File: src/rtl/mdu_div.sv
`default_nettype none
// ============================================================================
// Module   : mdu_div
// Brief    : Iterative restoring divider, signed/unsigned, with pipeline stall.
//            Define MDU_DIV_EARLY_ZERO_EN to finish divide-by-zero in one cycle.
// Revision : 1.0 - initial release
// ============================================================================
module mdu_div #(
  parameter int WIDTH = 32
) (
  input  logic             clk,
  input  logic             rst,
  input  logic             start,
  input  logic             is_signed,
  input  logic [WIDTH-1:0] a,
  input  logic [WIDTH-1:0] b,
  input  logic             cancel,
  output logic             stall,
  output logic             done,
  output logic [WIDTH-1:0] quotient,
  output logic [WIDTH-1:0] remainder,
  output logic             div_zero
);

  localparam int c_CNT_W = $clog2(WIDTH + 1);

  typedef enum logic [1:0] {
    S_IDLE = 2'd0,
    S_BUSY = 2'd1,
    S_DONE = 2'd2
  } state_t;

  state_t             r_state;
  state_t             w_state_nxt;

  logic [WIDTH-1:0]   r_dvd;      // dividend bits shift out, quotient bits shift in
  logic [WIDTH-1:0]   r_dvs;
  logic [WIDTH-1:0]   r_rem;
  logic [c_CNT_W-1:0] r_cnt;
  logic               r_q_neg;
  logic               r_r_neg;
  logic               r_b_zero;

  logic               w_accept;
  logic               w_early;
  logic               w_a_neg;
  logic               w_b_neg;
  logic [WIDTH-1:0]   w_a_mag;
  logic [WIDTH-1:0]   w_b_mag;
  logic [WIDTH:0]     w_trial;
  logic [WIDTH-1:0]   w_sub;
  logic               w_fits;
  logic [WIDTH-1:0]   w_dvd_nxt;
  logic [WIDTH-1:0]   w_rem_nxt;
  logic               w_last;
  logic [WIDTH-1:0]   w_q_fin;
  logic [WIDTH-1:0]   w_r_fin;

  assign w_accept = start & ~cancel;

`ifdef MDU_DIV_EARLY_ZERO_EN
  assign w_early = (b == '0);
`else
  assign w_early = 1'b0;
`endif

  assign w_a_neg = is_signed & a[WIDTH-1];
  assign w_b_neg = is_signed & b[WIDTH-1];
  assign w_a_mag = w_a_neg ? -a : a;
  assign w_b_mag = w_b_neg ? -b : b;

  // The remainder stays below the divisor, so only the trial value needs the
  // extra bit; the subtraction result always fits back into WIDTH bits.
  assign w_trial   = {r_rem, r_dvd[WIDTH-1]};
  assign w_fits    = (w_trial >= {1'b0, r_dvs});
  assign w_sub     = w_trial[WIDTH-1:0] - r_dvs;
  assign w_rem_nxt = w_fits ? w_sub : w_trial[WIDTH-1:0];
  assign w_dvd_nxt = {r_dvd[WIDTH-2:0], w_fits};
  assign w_last    = (r_cnt == c_CNT_W'(WIDTH - 1));

  // With b=0 the magnitude remainder is |a|, so re-applying the sign of a
  // gives back a unchanged, including the most-negative value.
  assign w_q_fin = r_b_zero ? '1 : (r_q_neg ? -w_dvd_nxt : w_dvd_nxt);
  assign w_r_fin = r_r_neg ? -w_rem_nxt : w_rem_nxt;

  always_ff @(posedge clk or posedge rst) begin
    if (rst) begin
      r_state <= S_IDLE;
    end else begin
      r_state <= w_state_nxt;
    end
  end

  always_comb begin
    w_state_nxt = r_state;
    stall       = 1'b0;
    done        = 1'b0;
    case (r_state)
      S_IDLE: begin
        if (w_accept) begin
          stall       = 1'b1;
          w_state_nxt = w_early ? S_DONE : S_BUSY;
        end
      end
      S_BUSY: begin
        stall = 1'b1;
        if (cancel) begin
          w_state_nxt = S_IDLE;
        end else if (w_last) begin
          w_state_nxt = S_DONE;
        end
      end
      S_DONE: begin
        done        = 1'b1;
        w_state_nxt = S_IDLE;
      end
      default: begin
        w_state_nxt = S_IDLE;
      end
    endcase
  end

  always_ff @(posedge clk or posedge rst) begin
    if (rst) begin
      r_dvd     <= '0;
      r_dvs     <= '0;
      r_rem     <= '0;
      r_cnt     <= '0;
      r_q_neg   <= 1'b0;
      r_r_neg   <= 1'b0;
      r_b_zero  <= 1'b0;
      quotient  <= '0;
      remainder <= '0;
      div_zero  <= 1'b0;
    end else begin
      case (r_state)
        S_IDLE: begin
          if (w_accept) begin
            if (w_early) begin
              quotient  <= '1;
              remainder <= a;
              div_zero  <= 1'b1;
            end else begin
              r_dvd    <= w_a_mag;
              r_dvs    <= w_b_mag;
              r_rem    <= '0;
              r_cnt    <= '0;
              r_q_neg  <= w_a_neg ^ w_b_neg;
              r_r_neg  <= w_a_neg;
              r_b_zero <= (b == '0);
            end
          end
        end
        S_BUSY: begin
          if (!cancel) begin
            r_dvd <= w_dvd_nxt;
            r_rem <= w_rem_nxt;
            r_cnt <= r_cnt + c_CNT_W'(1);
            if (w_last) begin
              quotient  <= w_q_fin;
              remainder <= w_r_fin;
              div_zero  <= r_b_zero;
            end
          end
        end
        default: begin
        end
      endcase
    end
  end

endmodule
`default_nettype wire
File: config.mk
export PLATFORM = sky130hd
export DESIGN_NAME = mdu_div
export DESIGN_NICKNAME = d
export VERILOG_FILES = /design/src/rtl/mdu_div.sv
export SDC_FILE = /design/constraint.sdc
export NUM_CORES = 1
export LEC_CHECK = 0
export ABC_CLOCK_PERIOD_IN_PS = 7270
export BUFFER_PORTS_ARGS = -buffer_cell sky130_fd_sc_hd__buf_2
export CORE_MARGIN = 2
export CORE_UTILIZATION = 40
export CTS_CLUSTER_DIAMETER = 40
export CTS_CLUSTER_SIZE = 14
export DETAILED_ROUTE_END_ITERATION = 10
export GPL_ROUTABILITY_DRIVEN = 1
export SLEW_MARGIN = 10
export SYNTH_ARGS = -nofsm -noshare
export SYNTH_HDL_FRONTEND = slang
export SYNTH_SLANG_ARGS = --single-unit
File: constraint.sdc
create_clock -name clk -period 7.27 [get_ports clk]
set_input_delay 1.454 -clock clk [delete_from_list [all_inputs] [get_ports clk]]
set_output_delay 1.454 -clock clk [all_outputs]
set_load 0.01 [all_outputs]
[After elaboration in Yosys (flattened, before gate mapping)]
Index checks and enable logic that the tools add are counted.
W data, S select, Z words.
Storage, ports and cells
  input bits: 69
  output and inout port bits: 67
  bits in registers: 172
Cells by class
  order comparisons: 1
  reductions and logical operators: 7
  multiplexer cells: 22
  eq/ne operators: 6
  add/sub/neg operators: 6
  bitwise operators: 5
Operators with widths (count)
  $mux W32: 10
  $neg A32 Y32: 4
  $pmux W32 S2: 2
  $ge A33 B32 Y1: 1
  $logic_not A32 Y1: 1
  $sub A32 B32 Y32: 1
  $mux W6: 2
  $pmux W6 S2: 1
  $add A6 B1 Y6 const B: 1
  $eq A6 B5 Y1 const B: 1
  $mux W2: 3
  $reduce_and A3 Y1: 2
  $ne A2 B2 Y1 const B: 2
  $pmux W2 S2: 1
  $reduce_and A2 Y1: 2
  $and A1 B1 Y1: 3
  $ne A3 B3 Y1 const B: 1
  $eq A2 B1 Y1 const B: 1
  $eq A2 B2 Y1 const B: 1
  $logic_not A2 Y1: 1
  $mux W1: 2
  $pmux W1 S2: 1
  $reduce_bool A2 Y1: 1
  $not A1 Y1: 1
  $xor A1 B1 Y1: 1

[Longest topological paths before layout]
Gate-level depths: netlist (run 1).
  word-level depth: 4
  depth in mapped cells: 24
  gate-level depth less buffers: 20

[Worst setup path before layout (run 1)]
OpenSTA, ideal clock, no wires.
  path kind: reg2reg
  start point: register r_rem[7]
  end point: register quotient[30]
  cell stages (with the launch flop): 23
  data required time: 7.126 ns
  library setup time: 0.144 ns
  arrival: 5.593 ns
  path slack: 1.532 ns
  cell sequence: dfrtp_1 ha_1 clkbuf_1 a21oi_1 inv_1 a31oi_1 a211oi_1 o2111ai_1 nand2_1 inv_2 clkbuf_1 clkbuf_1 ha_1 nand2b_1 or3_1 or3_1 or4_4 or2_1 or3_4 or4_4 o21ai_2 xor2_1 a21oi_1
Between the ends
  cells in the longest elaborated chain, start to end: 4
RTL lines
  from (decl): line 38  | logic [WIDTH-1:0] r_rem;
  from (signal assigned): line 157  | r_rem <= w_rem_nxt;
  $ge A33 B32 Y1: line 75  | assign w_fits = (w_trial >= {1'b0, r_dvs});
  $neg A32 Y32: line 83  | assign w_q_fin = r_b_zero ? '1 : (r_q_neg ? -w_dvd_nxt : w_dvd_nxt);
  $mux W32 (2 in series): line 83
  to (signal assigned): line 160  | quotient <= w_q_fin;
  to (decl): line 20  | output logic [WIDTH-1:0] quotient,
No other way between the ends.
A chain may end at the register's enable or synchronous reset.

[Worst setup path after layout (run 1)]
  start point: register r_rem[1]
  end point: register remainder[28]
Between the ends
  cells in the longest elaborated chain, start to end: 4
  elaborated cells on any way between the ends: 5
  those cells by class: 2 x add/sub; 1 x order compare; 2 x mux
RTL lines
  $sub A32 B32 Y32 / $ge A33 B32 Y1 (equally long branches): line 76, 75
  $mux W32 *: line 77  | assign w_rem_nxt = w_fits ? w_sub : w_trial[WIDTH-1:0];
  $neg A32 Y32: line 84  | assign w_r_fin = r_r_neg ? -w_rem_nxt : w_rem_nxt;
  $mux W32 *: line 84
  to (signal assigned): line 161  | remainder <= w_r_fin;
  to (decl): line 21  | output logic [WIDTH-1:0] remainder,
Mark *: on every way between the ends. The rest lies on a longest branch, timed or not.

==> metrics, run 1 <==
vias in the first global route 9988; via count 10.60k; largest net degree at the start of global routing 108; Post-synth ARST share 1.000; critical path cell sequence ha_1, nor2_1, a211oi_1, o211ai_1, a211oi_1, o2111ai_1, nand2_2, mux2i_1, ha_1, nand4_1, a2111oi_0, a41oi_1, nor2_1, nand4_1, o31ai_1, xnor2_1, o21ai_0; routability cong. 0.9357; first-pass GRT wire length 55.54 mm; full die area 0.03030 sq mm; Total Neg Setup Slack 0 ps; hold depth 2; HPWL after DPL about 26 mm; Reg-to-Reg End remainder[28]$_DFFE_PP0P_; CTS tree done; FF-to-FF Start r_rem[1]$_DFFE_PP0P_; Final period util 0.8426; Tightest Pin Transition 1120 ps; initial core utilization 0.4041; Req. time, crit path between 7000 and 8000 ps; Vert. Die Dim 174.1 microns; Hold Crit Class flop to flop; hold-critical path endpoint div_zero$_DFFE_PP0P_; post-CTS setup buffer count 0; top_reg_cell synth dfrtp_1; first drt pass iteration count 5; Crit. End Element flop; register area share after synthesis 0.3721; Post-Syn Area around 0.012 sq mm; Final ANT Viol Nets 0; Clock Latency Late Sink 450 ps; power per cell area 399.6 mW/mm^2; max cap viols 0; VDD IR max ~0.21 mV; CTS Sinks 172; EDFF count, synth 0; critical path launch point type flop; Yosys warning count 0; Tmin final 6126 ps; WL/cell 17.88 microns; Synth Register Bits around 170; Iter 0 DRT Violations approximately 740; DP Area 0.01258 sq mm; layout cells sized above 1 0.1305; Total Nets Final around 1.7k; syn_area_per_cell around 8.0 sq um; Yosys cell types 63; Die Wd 174.1 microns; Core Region 0.02863 sq mm; area added between synthesis and finish 13.97%; # DRC 0; WL final 34.69 mm; H-Tree Depth 4; Clock Skews a little over 20 ps; drt via density about 5.5; count of final setup violators 0; HP Start div_zero$_DFFE_PP0P_; Ports between 100 and 150; Worst EP arrival 6430 ps; row count 62; final instance area 0.01319 sq mm; delay of the slowest cell on the worst path 660 ps; # placed instances 1908; Pleak 6.039 nW; Yosys top cell area share 0.3721; Reg2Reg Depth 17; WS Path Type flop to flop; final cell count without fillers slightly below 2k; Slowest-stage cell, CP a2111oi_0; total CTS buffers 17; CTS max path bufs 2; Slew Viols, Final 0; status finished, final reports clean; cell taking the most area after synthesis dfrtp_1; fmax 163.3 MHz; initial antenna violation count 0; Diodes inserted 0; Post-CTS Hold Buffers 0; total track usage 0.2321; port bufs 135; largest cells by area after synthesis dfrtp_1 (37%), o21ai_0 (8.7%), nand2_1 (7.0%); Post-CTS Resized 0; RSZ-0062 raised after global routing false; Worst slew margin 0.2528; Hold Vio Cnt, Final 0; Reg clk slew, reported paths 80 ps; total gr overflow 0; largest fanout on the critical path 28; Root Driver clkbuf_16; Gate Count Post-Synth 1446; Post-Syn Nets 1553; FF-to-FF setup slack roughly 1100 ps
[metrics by stage]
| step | util | power (W) | hold WS, ps | worst slack, ps |
|---|---|---|---|---|
| floorplan | - | 0.003415 | 449.8 | 1156 |
| global route | 0.4606 | 0.005649 | 508.4 | 574.4 |
| global placement | 0.4396 | 0.004274 | 451.1 | 1515 |
| CTS | 0.4606 | 0.005222 | 481.8 | 1252 |
| detailed placement | 0.4396 | 0.004275 | 462.6 | 1243 |
| finish | 0.4606 | 0.005269 | 475.7 | 1145 |
[Yosys cell counts, types with 9 or more instances]
cell type	instances
dfrtp_1	172
xnor2_1	67
nand2_1	216
nor3_1	23
o41ai_1	13
nand2b_1	12
nand4_1	13
clkbuf_1	61
xor2_1	82
nor2_1	125
o31ai_1	22
ha_1	37
a31oi_1	9
or3_1	28
or4_1	10
inv_1	57
mux2i_1	19
nand3_1	21
o21ai_0	201
a21oi_1	136
[report_power, final]
group / switching (W) / total [W] / internal (W)
clock: 0.000464 / 0.000930 / 0.000466
combinational: 0.00195 / 0.00301 / 0.00106
sequential: 0.000212 / 0.00133 / 0.00112
total: 0.00263 / 0.00527 / 0.00264
[cell usage in the layout, fill, tap and decap left out, types with 9 or more instances in the layout]
cell and n:
a21oi_1 136, a31oi_1 9, buf_2 135, buf_4 11, clkbuf_16 17, dfrtp_1 172, ha_1 37, inv_1 56
mux2i_1 19, nand2_1 214, nand2b_1 12, nand3_1 21, nand4_1 13, nor2_1 122, nor3_1 22, o21ai_0 201
o31ai_1 22, o41ai_1 13, or3_1 27, or4_1 10, xnor2_1 67, xor2_1 82
[worst max-delay path by stage]
stage	startpoint	to	cells after the start
CTS	r_rem[1]$_DFFE_PP0P_	remainder[28]$_DFFE_PP0P_	17
detailed placement	r_rem[2]$_DFFE_PP0P_	remainder[28]$_DFFE_PP0P_	17
global route	r_rem[1]$_DFFE_PP0P_	remainder[28]$_DFFE_PP0P_	17
floorplan	rst	div_zero$_DFFE_PP0P_	1
finish	r_rem[1]$_DFFE_PP0P_	remainder[28]$_DFFE_PP0P_	17
global placement	r_rem[1]$_DFFE_PP0P_	remainder[28]$_DFFE_PP0P_	17
[flip-flops by register name (all words and copies together) (netlist names)]
register / count
r_dvs: 32
r_dvd: 32
quotient: 32
r_r_neg: 1
r_b_zero: 1
r_state: 2
r_q_neg: 1
div_zero: 1
r_rem: 32
remainder: 32
r_cnt: 6
[cell type report]
type	count	area, sq um
multi-input cells	1148	6819
well taps	384	480.5
flip-flops and latches	172	4304
fillers	2928	15440
repair buffers	146	758.2
inverters	58	222.7
clock buffers	17	425.4
clock inverters	15	175.2
[layer usage]
layer,up-vias,global-route usage,part of all wire
met1,4982,0.3740,0.52
met4,0,0.05357,0.015
met3,31,0.04199,0.068
li1,5254,-,-
met2,337,0.3154,0.40
met5,-,0,0
[worst max-delay path, delay by kind of cell, from the launching register on]
kind                     cells  cell delay [ps]
AO/OA/AOI/OAI                8             2950
XOR/XNOR                     1              150
adder cells (fa/ha/maj)      2              640
flip-flops                   1              430
multiplexers                 1              340
AND/OR/NAND/NOR              5             1450
[cells by family (layout without fill, tap and decap cells)]
group	Yosys count	count (layout)	synth area share
buffers and inverters	126	236	0.04099
multiplexers	20	20	0.01741
XOR/XNOR	149	149	0.1128
adder cells (fa/ha/maj)	38	38	0.04175
flip-flops	172	172	0.3721
AND/OR/NAND/NOR	493	493	0.1928
AO/OA/AOI/OAI	448	448	0.2222
Note: power is estimated with default switching activity, not from simulation.
==> inputs of run 2 (changes only) <==
--- a/config.mk
+++ b/config.mk
@@ -5,7 +5,7 @@
 export SDC_FILE = /design/constraint.sdc
 export NUM_CORES = 1
 export LEC_CHECK = 0
-export ABC_CLOCK_PERIOD_IN_PS = 7270
+export ABC_CLOCK_PERIOD_IN_PS = 6210
 export BUFFER_PORTS_ARGS = -buffer_cell sky130_fd_sc_hd__buf_2
 export CORE_MARGIN = 2
 export CORE_UTILIZATION = 40
==> constraint.sdc (replaced) <==
create_clock -name clk -period 6.21 [get_ports clk]
set_input_delay 1.242 -clock clk [delete_from_list [all_inputs] [get_ports clk]]
set_output_delay 1.242 -clock clk [all_outputs]
set_load 0.01 [all_outputs]
==> run 2 against run 1 <==
Combinational power rose by 17%. Register-to-register slack worse by 560 ps. Non-clock buffer count up 4. Die area stayed put. Hold slack lost 1.7 ps. First-iteration DRC count rose by 11%. Via count rose by 0.97%. Critical endpoint is now quotient[30]$_DFFE_PP0P_. Largest power group unchanged. Highest routed layer unchanged.
==> metrics, run 2 (same netlist as run 1, synthesis figures left out) <==
combinational share of power 0.570; row count 62; WS Path Type flop to flop; Reg clk slew, reported paths 80 ps; Post-CTS Hold Buffers 0; Final ANT Viol Nets 0; Worst slew margin 0.3098; count of final setup violators 0; Tightest Pin Transition between 1000 and 1500 ps; Core Region approximately 0.029 sq mm; global routing usage on met1 0.3727; routability cong. between 0.8 and 0.9; critical path cell sequence ha_1, a21oi_1, inv_1, a31oi_1, a211oi_1, o2111ai_1, nand2_2, inv_2, ha_1, nand2b_1, or3_1, or3_1, or4_4, or2_1, or3_4, or4_4, o21ai_2, xor2_1, a21oi_1; Diodes inserted 0; Pint 0.003093 W; initial core utilization 0.4041; via count 10.71k; M3 GR Usage 0.04484; # DRC 0; most common cell after layout, fill and taps aside nand2_1; initial antenna violation count 0; Pleak 6.061 nW; HP Start remainder[6]$_DFFE_PP0P_; max cap viols 0; Switch Pwr about 0.003 W; Slowest-stage cell, CP o2111ai_1; drt via density 5.508; first-pass GRT wire length 56.15 mm; CTS Sinks between 150 and 200; total CTS buffers 17; Iter 0 DRT Violations about 820; largest fanout on the critical path 9; HPWL after DPL 26.61 mm; Root Driver clkbuf_16; clock power share 0.175; CTS max path bufs 2; FF-to-FF Start r_rem[7]$_DFFE_PP0P_; vias in the first global route 10.07k; most used routing layer met1; Hold Crit Class flop to flop; Total Neg Setup Slack 0 ps; Final period util 0.9064; port bufs 135; largest net degree at the start of global routing 83; Clock Latency Late Sink 460 ps; Ports 136; first drt pass iteration count 5; met2 Usage GRT 0.3259; Slew Viols, Final 0; Hold Vio Cnt, Final 0; WL final 35.09 mm; Worst EP arrival 5950 ps; Tmin final around 5600 ps; total track usage 0.2344; CP delay by family, top simple AND/OR/NAND/NOR gates; Clock Skews around 19 ps; power per cell area 467.3 mW/mm^2; H-Tree Depth 4; Post-CTS Resized 0; commonest non-fill, non-tap cells in the layout nand2_1 (214), o21ai_0 (201), dfrtp_1 (172), a21oi_1 (136), buf_2 (135); area added between synthesis and finish 14.15%; critical path launch point type flop; final total power 0.006170 W; Crit. End Element flop; delay of the slowest cell on the worst path 450 ps; RSZ-0062 raised after global routing false; VDD IR max approximately 0.25 mV; WL/cell between 15 and 20 microns; Sequential Power Share 0.254; Critical path buffers and inverters 2; Vert. Die Dim 174.1 microns; fmax 177.7 MHz; Die Wd 174.1 microns; layout cells sized above 1 0.1327; status finished, final reports clean; full die area a little over 0.03 sq mm; Switching Fraction 0.4987; Req. time, crit path approximately 6500 ps; CTS tree done; Worst Setup SP r_rem[7]$_DFFE_PP0P_; post-CTS setup buffer count 0; total gr overflow 0; Total Nets Final approximately 1.7k
## run 2: metal layers
metal / vias to the layer above / part of all wire
met5: - / 0
met4: 0 / 0.011
met3: 28 / 0.067
li1: 5259 / -
met2: 323 / 0.40
met1: 5097 / 0.52
## run 2: power groups by stage
stage          combinational, W  clock, W  sequential, W
5_1_grt                 0.00386   0.00115        0.00160
3_3_place_gp            0.00344         0        0.00157
4_1_cts                 0.00346   0.00110        0.00156
2_1_floorplan           0.00251         0        0.00148
3_5_place_dp            0.00343         0        0.00158
6_report                0.00352   0.00108        0.00157
## run 2: per-stage QoR
| step | instance area [sq um] | std cells | setup slack (ps) | utilization | hold WS, ps |
|---|---|---|---|---|---|
| finish | 13210 | 1944 | 581.4 | 0.4613 | 473.9 |
| global route | 13210 | 1944 | 235.3 | 0.4613 | 503.3 |
| CTS | 13210 | 1944 | 677.9 | 0.4613 | 479.8 |
| detailed placement | 12610 | 1912 | 724.6 | 0.4407 | 461.7 |
| global placement | 12610 | 1912 | 844.9 | 0.4407 | 453.7 |
| floorplan | 11570 | 1446 | 307.9 | - | 449.8 |
## run 2: final timing paths
path	endpoint	cells after the start	slack (ps)
max in group asynchronous	quotient[19]$_DFFE_PP0P_	3	4030
worst min register to register	remainder[6]$_DFFE_PP0P_	2	470
worst min-delay path	remainder[6]$_DFFE_PP0P_	2	470
worst max register to register	quotient[30]$_DFFE_PP0P_	19	580
min in group asynchronous	r_dvs[24]$_DFFE_PP0P_	2	920
worst max-delay path	quotient[30]$_DFFE_PP0P_	19	580
## run 2: worst register-to-register path, cell delays in order (launching register included)
cell and delay (ps):
dfrtp_1 440, ha_1 420, a21oi_1 240, inv_1 60
a31oi_1 380, a211oi_1 200, o2111ai_1 450, nand2_2 270
inv_2 110, ha_1 160, nand2b_1 110, or3_1 380
or3_1 370, or4_4 440, or2_1 270, or3_4 380
or4_4 440, o21ai_2 160, xor2_1 150, a21oi_1 80
## run 2: layout make-up
class	count	area, sq um
Inverter	58	222.7
Fill cell	2938	15420
Multi-Input combinational cell	1148	6819
Clock buffer	17	425.4
Sequential cell	172	4304
Tap cell	384	480.5
Clock inverter	15	165.2
Timing Repair Buffer	150	788.3
==> inputs of run 3 (changes only) <==
--- a/config.mk
+++ b/config.mk
@@ -5,7 +5,7 @@
 export SDC_FILE = /design/constraint.sdc
 export NUM_CORES = 1
 export LEC_CHECK = 0
-export ABC_CLOCK_PERIOD_IN_PS = 6210
+export ABC_CLOCK_PERIOD_IN_PS = 5600
 export BUFFER_PORTS_ARGS = -buffer_cell sky130_fd_sc_hd__buf_2
 export CORE_MARGIN = 2
 export CORE_UTILIZATION = 40
==> constraint.sdc (replaced) <==
create_clock -name clk -period 5.6 [get_ports clk]
set_input_delay 0 -clock clk [delete_from_list [all_inputs] [get_ports clk]]
set_output_delay 0 -clock clk [all_outputs]
set_load 0.01 [all_outputs]
==> run 3 against run 2 <==
Power increased by 12%. Die area unchanged. Sequential power increased by 13%. Critical path depth unchanged. Global-route usage about the same. Combinational power increased by 11%. Via count increased by 1.1%. Sequential share of layout area decreased by 1.1 points. Clock skew decreased by 5.8 ps. Core utilization increased by 1.6 points. Worst setup slack got worse by 220 ps. Final cell count increased by 2.2%.
==> metrics, run 3 (same netlist as run 1, synthesis figures left out) <==
first-pass GRT wire length between 50 and 60 mm; total gr overflow 0; Vert. Die Dim 174.1 microns; routability cong. 0.9513; Reg clk slew, reported paths ~70 ps; power per cell area roughly 510 mW/mm^2; Die Wd 174.1 microns; Hold Vio Cnt, Final 0; area of the multi-input gates between 0.006 and 0.007 sq mm; post-CTS setup buffer count 0; largest fanout on the critical path 8; WL/cell ~18 microns; Crit. End Element flop; fmax 190.8 MHz; Slew Viols, Final 0; tightest hold margin 11.46 ps; Worst slew margin 0.3226; Clock Latency Late Sink 440 ps; Tightest Pin Transition 1014 ps; area added between synthesis and finish 18.08%; Pleak approximately 6.2 nW; first drt pass iteration count 5; Tmin final 5242 ps; max cap viols 0; commonest non-fill, non-tap cells in the layout nand2_1 (214), o21ai_0 (201), dfrtp_1 (172), a21oi_1 (136), buf_2 (135); CTS Sinks approximately 170; Hold Crit Class input pin to flop; status finished, final reports clean; Final ANT Viol Nets 0; Total Nets Final 1696; drt via density 5.451; Worst EP arrival 5560 ps; delay of the slowest cell on the worst path between 400 and 500 ps; total track usage 0.2349; Root Driver clkbuf_16; H-Tree Depth 4; Diodes inserted 0; number of filler instances in the final layout 2875; HPWL after DPL 26.56 mm; CTS max path bufs 2; Total Neg Setup Slack 0 ps; vias in the first global route between 10k and 15k; critical path launch point type flop; Slowest-stage cell, CP or4_4; CP delay by family, top simple AND/OR/NAND/NOR gates; row count 62; Core Region ~0.029 sq mm; layout cells sized above 1 0.1317; Req. time, crit path 5910 ps; VDD IR max roughly 0.28 mV; Iter 0 DRT Violations 983; full die area slightly above 0.03 sq mm; initial core utilization 0.4041; initial antenna violation count 0; via count 10.83k; CTS tree done; Critical path buffers and inverters 2; crit-path most repeated cell a21oi_1; Final period util 0.9361; WS Path Type flop to flop; final instance area 0.01366 sq mm; most common cell after layout, fill and taps aside nand2_1; port bufs around 140; Clock Skews 12.81 ps; critical path cell sequence ha_1, a21oi_1, o21ai_0, a21oi_1, inv_1, o2111ai_2, nand2_2, inv_2, ha_1, nand2b_1, or3_1, or3_1, or4_4, or2_1, or3_4, or4_4, o21ai_2, xor2_1, a21oi_1; final total power just under 0.007 W; sequential cell area 0.004304 sq mm; Ports 136; count of final setup violators 0; DP Area 0.01262 sq mm; total CTS buffers 17; WL final 35.16 mm; # DRC 0; largest net degree at the start of global routing 99
## run 3: changes by cell type in the layout (fill, tap and decap cells not counted), sizes merged
cell / before / now
clkbuf: 17 / 19
clkinvlp: 0 / 3
inv: 68 / 64
dlygate4sd3: 0 / 42
clkinv: 5 / 3
bufinv: 0 / 1
## run 3: cell type report
| class | count | area share |
|---|---|---|
| Clock buffer | 19 | 0.03316 |
| Clock inverter | 13 | 0.01090 |
| Inverter | 58 | 0.01630 |
| Multi-Input combinational cell | 1148 | 0.5009 |
| Sequential cell | 172 | 0.3151 |
| Tap cell | 384 | 0.03517 |
| Timing Repair Buffer | 192 | 0.08848 |
## run 3: path summary, 6_finish.rpt
path / start / to / slack [ps] / cells after the start
max in group asynchronous: rst / quotient[24]$_DFFE_PP0P_ / 3810 / 4
min: b[10] / r_dvs[10]$_DFFE_PP0P_ / 10 / 3
max: r_rem[9]$_DFFE_PP0P_ / quotient[30]$_DFFE_PP0P_ / 360 / 19
min reg2reg: quotient[29]$_DFFE_PP0P_ / quotient[29]$_DFFE_PP0P_ / 470 / 2
max reg2reg: r_rem[9]$_DFFE_PP0P_ / quotient[30]$_DFFE_PP0P_ / 360 / 19
min in group asynchronous: rst / r_b_zero$_DFFE_PP0P_ / 280 / 3
## run 3: what timing repair did
action / in CTS / in global routing
setup endpoints to repair: 0 / 7
endpoints found under the hold margin: 137 / 0
resized for setup: 0 / 4
hold buffers: 42 / 0
## run 3: worst reg2reg max path, cell delays in order, from the launching register on
cell and delay, ps:
dfrtp_1 420, ha_1 400, a21oi_1 250, o21ai_0 140
a21oi_1 320, inv_1 120, o2111ai_2 290, nand2_2 160
inv_2 90, ha_1 150, nand2b_1 110, or3_1 370
or3_1 350, or4_4 440, or2_1 270, or3_4 380
or4_4 440, o21ai_2 160, xor2_1 170, a21oi_1 80
## run 3: power by group
group          switching [W]  internal [W]  leakage (nW)
Clock               0.000579      0.000657         0.287
Combinational        0.00251       0.00141          3.67
Sequential          0.000323       0.00145          2.28
## run 3: through the flow
stage,setup WS (ps),std cells,util
floorplan,30.34,1446,-
global placement,261.8,1912,0.4409
detailed placement,211.6,1912,0.4409
CTS,168.2,1986,0.4766
global route,-33.00,1986,0.4772
finish,358.0,1986,0.4772
## run 3: routing by layer
layer | up-vias | wire [microns] | part of all wire | global-route usage
met1 | 5091 | 18250 | 0.52 | 0.3822
met4 | 0 | 391 | 0.011 | 0.04902
met3 | 29 | 2537 | 0.072 | 0.04156
li1 | 5349 | - | - | -
met5 | - | 0 | 0 | 0
met2 | 356 | 13980 | 0.40 | 0.3179
